$ cat config.mk
export PLATFORM = sky130hd
export DESIGN_NAME = fifo_in
export DESIGN_NICKNAME = d
export VERILOG_FILES = /design/src/rtl/router_pkg.sv /design/src/rtl/fifo_ptr.sv /design/src/rtl/fifo_in.sv
export SDC_FILE = /design/constraint.sdc
export NUM_CORES = 1
export LEC_CHECK = 0
export CAP_MARGIN = 5
export CORE_UTILIZATION = 50
export DETAILED_ROUTE_END_ITERATION = 16
export GPL_TIMING_DRIVEN = 0
export PLACE_DENSITY_LB_ADDON = 0.1
export SYNTH_ARGS = -nofsm -noshare
export SYNTH_HDL_FRONTEND = slang
export SYNTH_SLANG_ARGS = --single-unit
$ cat constraint.sdc
create_clock -name clk -period 2.9 [get_ports clk]
set_clock_uncertainty 0.1 [all_clocks]
set_input_delay 0.29 -clock clk [delete_from_list [all_inputs] [get_ports clk]]
set_output_delay 0.29 -clock clk [all_outputs]
set_load 0.1 [all_outputs]
$ cat src/rtl/router_pkg.sv
`default_nettype none
// ============================================================================
//  Module      : router_pkg
//  Description : Shared router definitions: default FIFO geometry, the
//                output-port index enum and the one-hot pointer type.
//  Revision    : 1.0  initial release
// ============================================================================
package router_pkg;

    // Default flit width and FIFO depth (depth must be a power of two, >= 2)
    localparam int c_DEFAULT_DATA_WIDTH = 32;
    localparam int c_DEFAULT_DEPTH      = 4;
    localparam int c_NUM_PORTS          = 5;

    // Index of each downstream port in a grant vector
    typedef enum logic [2:0] {
        PORT_N = 3'd0,
        PORT_E = 3'd1,
        PORT_W = 3'd2,
        PORT_S = 3'd3,
        PORT_L = 3'd4
    } port_e;

    // One-hot slot pointer for a FIFO of default depth
    typedef logic [c_DEFAULT_DEPTH-1:0] ptr_t;

endpackage : router_pkg
`default_nettype wire

$ cat src/rtl/fifo_ptr.sv
`default_nettype none
// ============================================================================
//  Module      : fifo_ptr
//  Description : One-hot rotating pointer. Resets to bit 0 and rotates left
//                by one position (wrapping) on every cycle that en is high.
//  Revision    : 1.0  initial release
// ============================================================================
module fifo_ptr #(
    parameter int WIDTH = 4
) (
    input  logic             clk,
    input  logic             rst,
    input  logic             en,
    output logic [WIDTH-1:0] ptr
);

    localparam logic [WIDTH-1:0] c_PTR_RESET = {{(WIDTH-1){1'b0}}, 1'b1};

    // Rotate the one-hot pointer left when enabled
    always_ff @(posedge clk or posedge rst) begin
        if (rst) begin
            ptr <= c_PTR_RESET;
        end else if (en) begin
            ptr <= {ptr[WIDTH-2:0], ptr[WIDTH-1]};
        end
    end

endmodule : fifo_ptr
`default_nettype wire

$ cat src/rtl/fifo_in.sv
`default_nettype none
// ============================================================================
//  Module      : fifo_in
//  Description : Router input FIFO with a CTS/DRTS handshake towards the
//                upstream link and five one-hot grant inputs from the
//                downstream arbiters. Data_out is combinational from storage.
//                Optional macro FIFO_ERR_EN adds a sticky protocol-error
//                output 'err' (multiple grants, or a grant while empty).
//  Revision    : 1.0  initial release
// ============================================================================
module fifo_in
    import router_pkg::*;
#(
    parameter int DATA_WIDTH = c_DEFAULT_DATA_WIDTH,
    parameter int DEPTH      = c_DEFAULT_DEPTH
) (
    input  logic                  clk,
    input  logic                  rst,
    input  logic [DATA_WIDTH-1:0] RX,
    input  logic                  DRTS,
    input  logic                  read_en_N,
    input  logic                  read_en_E,
    input  logic                  read_en_W,
    input  logic                  read_en_S,
    input  logic                  read_en_L,
    output logic                  CTS,
    output logic                  empty,
    output logic [DATA_WIDTH-1:0] Data_out
`ifdef FIFO_ERR_EN
    ,
    output logic                  err
`endif
);

    localparam int                 c_CNT_W = $clog2(DEPTH + 1);
    localparam logic [c_CNT_W-1:0] c_FULL  = c_CNT_W'(DEPTH);
    localparam logic [c_CNT_W-1:0] c_ONE   = c_CNT_W'(1);

    logic [DATA_WIDTH-1:0]  r_mem [DEPTH];
    logic [c_CNT_W-1:0]     r_count;
    logic                   r_cts;
    logic                   r_rst_done;
    logic [DEPTH-1:0]       w_rd_ptr;
    logic [DEPTH-1:0]       w_wr_ptr;
    logic [c_NUM_PORTS-1:0] w_grants;
    logic                   w_grant_any;
    logic                   w_full;
    logic                   w_empty;
    logic                   w_cts_next;
    logic                   w_write;
    logic                   w_read;

    assign w_grants[PORT_N] = read_en_N;
    assign w_grants[PORT_E] = read_en_E;
    assign w_grants[PORT_W] = read_en_W;
    assign w_grants[PORT_S] = read_en_S;
    assign w_grants[PORT_L] = read_en_L;
    assign w_grant_any      = |w_grants;

    assign w_full  = (r_count == c_FULL);
    assign w_empty = (r_count == '0);

    // CTS is a one-cycle pulse; r_rst_done holds it off on the first edge
    // after reset release so acceptance starts no earlier than the second.
    assign w_cts_next = DRTS & ~r_cts & ~w_full & r_rst_done;
    assign w_write    = w_cts_next;
    assign w_read     = w_grant_any & ~w_empty;

    assign CTS   = r_cts;
    assign empty = w_empty;

    // Registered clear-to-send and post-reset qualifier
    always_ff @(posedge clk or posedge rst) begin
        if (rst) begin
            r_cts      <= 1'b0;
            r_rst_done <= 1'b0;
        end else begin
            r_cts      <= w_cts_next;
            r_rst_done <= 1'b1;
        end
    end

    // Occupancy: simultaneous read and write leave the count unchanged
    always_ff @(posedge clk or posedge rst) begin
        if (rst) begin
            r_count <= '0;
        end else if (w_write && !w_read) begin
            r_count <= r_count + c_ONE;
        end else if (w_read && !w_write) begin
            r_count <= r_count - c_ONE;
        end
    end

    fifo_ptr #(.WIDTH(DEPTH)) u_wr_ptr (
        .clk (clk),
        .rst (rst),
        .en  (w_write),
        .ptr (w_wr_ptr)
    );

    fifo_ptr #(.WIDTH(DEPTH)) u_rd_ptr (
        .clk (clk),
        .rst (rst),
        .en  (w_read),
        .ptr (w_rd_ptr)
    );

    // Flit storage, written at the one-hot write pointer (no reset needed)
    for (genvar g = 0; g < DEPTH; g++) begin : g_slot
        always_ff @(posedge clk) begin
            if (w_write && w_wr_ptr[g]) begin
                r_mem[g] <= RX;
            end
        end
    end

    // Zero-latency read mux selected by the one-hot read pointer
    always_comb begin
        Data_out = '0;
        for (int i = 0; i < DEPTH; i++) begin
            if (w_rd_ptr[i]) begin
                Data_out = r_mem[i];
            end
        end
    end

`ifdef FIFO_ERR_EN
    logic w_multi_grant;
    assign w_multi_grant = ($countones(w_grants) > 1);

    // Sticky protocol error: conflicting grants or a grant on an empty FIFO
    always_ff @(posedge clk or posedge rst) begin
        if (rst) begin
            err <= 1'b0;
        end else if (w_multi_grant || (w_grant_any && w_empty)) begin
            err <= 1'b1;
        end
    end
`endif

endmodule : fifo_in
`default_nettype wire
==> run summary <==
===============================================================================================
Number of antenna violations at the first check in global routing                             0
Final Routed Wirelength                                                                 10.9 mm
LEAKAGE                                                                                 2.41 nW
Clock sink count                                                                            141
Final critical-path required period                                                     2810 ps
Synth-to-layout area growth                                                               28.0%
Iter 0 DRT Violations                                                                       164
Synth area leader                                                                      edfxtp_1
Boundary pin count                                                                           74
Number of antenna diodes                                                                      0
Routability congestion estimate from global placement                                     0.676
Final Max Slew Viols                                                                          0
Wire length of the first global-routing pass                                            17.3 mm
Antenna violation net count after detailed routing                                            0
Yosys reg bits                                                                              141
Yosys top cell area share                                                                 70.5%
Critical path startpoint category                                                     flip-flop
Half-perimeter wire length of the detailed placement result                             6.38 mm
Tightest hold margin                                                                    31.4 ps
Number of global-route vias before repair                                                  3354
Per-instance average area after synthesis                                            16.9 sq um
Fin nets                                                                                    456
Mapped Nets                                                                                 364
Run status                                                                         finished clean
Area of the placeable core                                                          10500 sq um
Multi-input gate area                                                                1320 sq um
Post-CTS setup buffers                                                                        0
Final setup violating endpoints                                                               0
Mapped cell area                                                                     5450 sq um
Endpoint kind of the worst setup timing path                                       primary output
Crit path required time                                                                 2510 ps
Fmax                                                                                    356 MHz
Ratio of total power to cell area                                                   652 nW/um^2
DR DRC count                                                                                  0
Chip height                                                                         106 microns
Hold/Removal Path Class                                                            input port to asynchronous set/reset pin
Instance count of the mapped netlist                                                        322
Buffer depth of the longest clock path                                                        2
Average wire length per cell after detail routing                                  19.5 microns
Max-slew headroom at the worst pin                                                        35.5%
TritonCTS clock tree                                                                        yes
Area taken by flip-flops and latches                                                 4170 sq um
Global-route usage over all layers                                                        21.1%
Portion of the clock cycle consumed by the worst path in the final layout                 97.0%
Multiplexer fraction of the synthesized cell area                                         1.86%
Arrival time worst endpoint                                                             2420 ps
Count of cell types in the netlist                                                           26
Number of placed instances with taps included                                               531
DR pass1 iterations                                                                           5
Total number of placement rows                                                               37
Clock tree root driver cell                                                            clkbuf_8
Total vias in the final route                                                              3107
Number of non-filler instances in the completed layout                                      562
Yosys synthesis warning count                                                                 0
Largest net degree at the start of global routing                                            33
Post-synthesis share of cell area spent on and, or, nand and nor gates                    7.09%
H-tree Lvls                                                                                   4
Sequential element share of the synthesized area                                          76.5%
Xor/xnor share of the synthesized area                                                   0.482%
Adder-cell share of the synthesized area                                                 0.597%
Top area cells in the synthesized netlist                                          edfxtp_1, dfrtp_1, o31ai_1, a221oi_1, nor2b_1
Initial core utilization                                                                  52.1%
Clock input transition at the sequential cells of the worst setup and hold paths          60 ps
IO Port Bufs                                                                                 73
Largest driver fanout on the critical path                                                   10
Die footprint                                                                       11300 sq um
Compound-Gate Fraction of Synth Area                                                      10.9%
Routed vias/inst                                                                           5.53
Unrepaired setup endpoints after global routing                                              no
Final number of hold-violating endpoints                                                      0
Peak supply drop                                                                       0.440 mV
Total gr overflow                                                                             0
Clock buffer count from CTS                                                                  17
Latest clock arrival within the worst-skew pair                                          510 ps
CP Class                                                                           flip-flop to primary output
Fillcell total                                                                              770
Die boundary width                                                                  106 microns
Fraction of layout instances using a drive strength above 1                               31.2%
Number of max-cap violations                                                                  0
Transition time at the pin with the least slew margin                                    964 ps
Combinational family with the most area after synthesis                            compound AO/OA/AOI/OAI gates
===============================================================================================
==> sequential cells by signal, summed over array words and instances, names as in the netlist <==
name,count
u_wr_ptr.ptr,4
r_count,3
u_rd_ptr.ptr,4
r_mem,128
r_rst_done,1
CTS,1
==> cell families (layout without fill, tap and decap cells) <==
group,Yosys count,after routing
buffers and inverters,25,129
multiplexers,9,9
flip-flops,141,141
AND/OR/NAND/NOR,75,75
AO/OA/AOI/OAI,66,66
adder cells (fa/ha/maj),2,2
other,1,1
XOR/XNOR,3,3
==> final timing paths <==
check                           depth (start not counted)                   startpoint  slack (ps)                          end
worst max-delay path                                    6  u_rd_ptr.ptr[0]$_DFFE_PP1P_          90                  Data_out[0]
max in group asynchronous                               2                          rst        2300  u_rd_ptr.ptr[0]$_DFFE_PP1P_
min in group clk                                        1                       RX[27]         310       r_mem[3][27]$_DFFE_PP_
worst min register to register                          1                CTS$_DFF_PP0_         420                CTS$_DFF_PP0_
worst min-delay path                                    2                          rst          30       r_count[0]$_DFFE_PP0P_
worst max register to register                          3       r_count[0]$_DFFE_PP0P_         530        r_mem[2][5]$_DFFE_PP_
==> per-layer routing <==
layer / share of wire [%] / up-vias / GRT usage [%]
met5: 0 / - / 0
li1: - / 1444 / -
met3: 3.4 / 6 / 4.78
met4: 0.91 / 0 / 8.93
met2: 54 / 57 / 36.4
met1: 42 / 1600 / 25.6
==> final cells by class <==
type | instances | area share, %
buffer | 22 | 1.85
timing repair buffer | 73 | 9.11
tap | 136 | 2.44
clock inverter | 13 | 1.81
sequential | 141 | 59.8
multi-input combinational | 156 | 18.8
clock buffer | 18 | 5.99
inverter | 3 | 0.161
==> power by group <==
group          internal, mW  switching (mW)  total [mW]
clock network          1.20           0.778        1.98
logic                 0.130           0.146       0.276
registers              2.24          0.0474        2.29
==> synth_stat cells (all sizes together) <==
cell and n:
clkbuf 13, xnor2 1, fa 1, nand2 33, nor2 3, buf 9, nor2b 33, a211oi 1
a221oi 32, o31ai 32, edfxtp 128, and2 4, ha 1, inv 3, dfstp 2, dfrtp 11
nor3 2, conb 1, xor2 2, a21oi 1, mux2 9
==> critical path, cell delays in order (launching register included) <==
cell and delay [ps]:
dfstp_2 530, nor2b_2 120, buf_4 150, buf_6 180, a221oi_2 80, o31ai_2 270
clkdlybuf4s18_2 580
==> timing repair <==
action	in CTS	in global routing
endpoints found under the setup margin	32	30
hold buffers	0	0
gates resized for setup	100	51
gates cloned	0	0
pin swaps	0	0
==> metrics by stage <==
step / setup TNS, ps / cell area (sq um) / utilization, % / setup WS [ps] / total power [mW]
after CTS: 0 / 7100 / 67.9 / 1.85 / 4.58
after global routing: 0 / 6980 / 66.7 / 2.74 / 4.69
after detailed placement: -317 / 6520 / 62.3 / -64.6 / 2.61
after global placement: -91.9 / 6520 / 62.3 / -35.2 / 2.60
final: 0 / 6980 / 66.7 / 87.9 / 4.55
after floorplan: 0 / 5620 / - / 118 / 2.50
==> cells in the final DEF, fill, tap and decap left out, types with 2 or more instances in the layout <==
cell	netlist	final
edfxtp_1	128	128
clkdlybuf4s50_1	0	41
nand2_1	33	33
nor2b_1	32	32
o31ai_2	0	32
a221oi_1	25	25
buf_2	3	23
clkbuf_16	0	16
dfrtp_1	11	11
clkbuf_1	13	10
mux2_2	9	9
a221oi_2	7	7
clkdlybuf4s15_2	0	6
clkinvlp_4	0	5
clkinv_2	0	5
clkdlybuf4s18_2	0	5
buf_6	4	4
clkbuf_2	0	4
and2_2	4	4
inv_1	3	3
nor2_1	2	2
buf_4	2	2
xor2_1	2	2
bufinv_16	0	2
dfstp_2	2	2
Power figures use the tool's default switching activity.
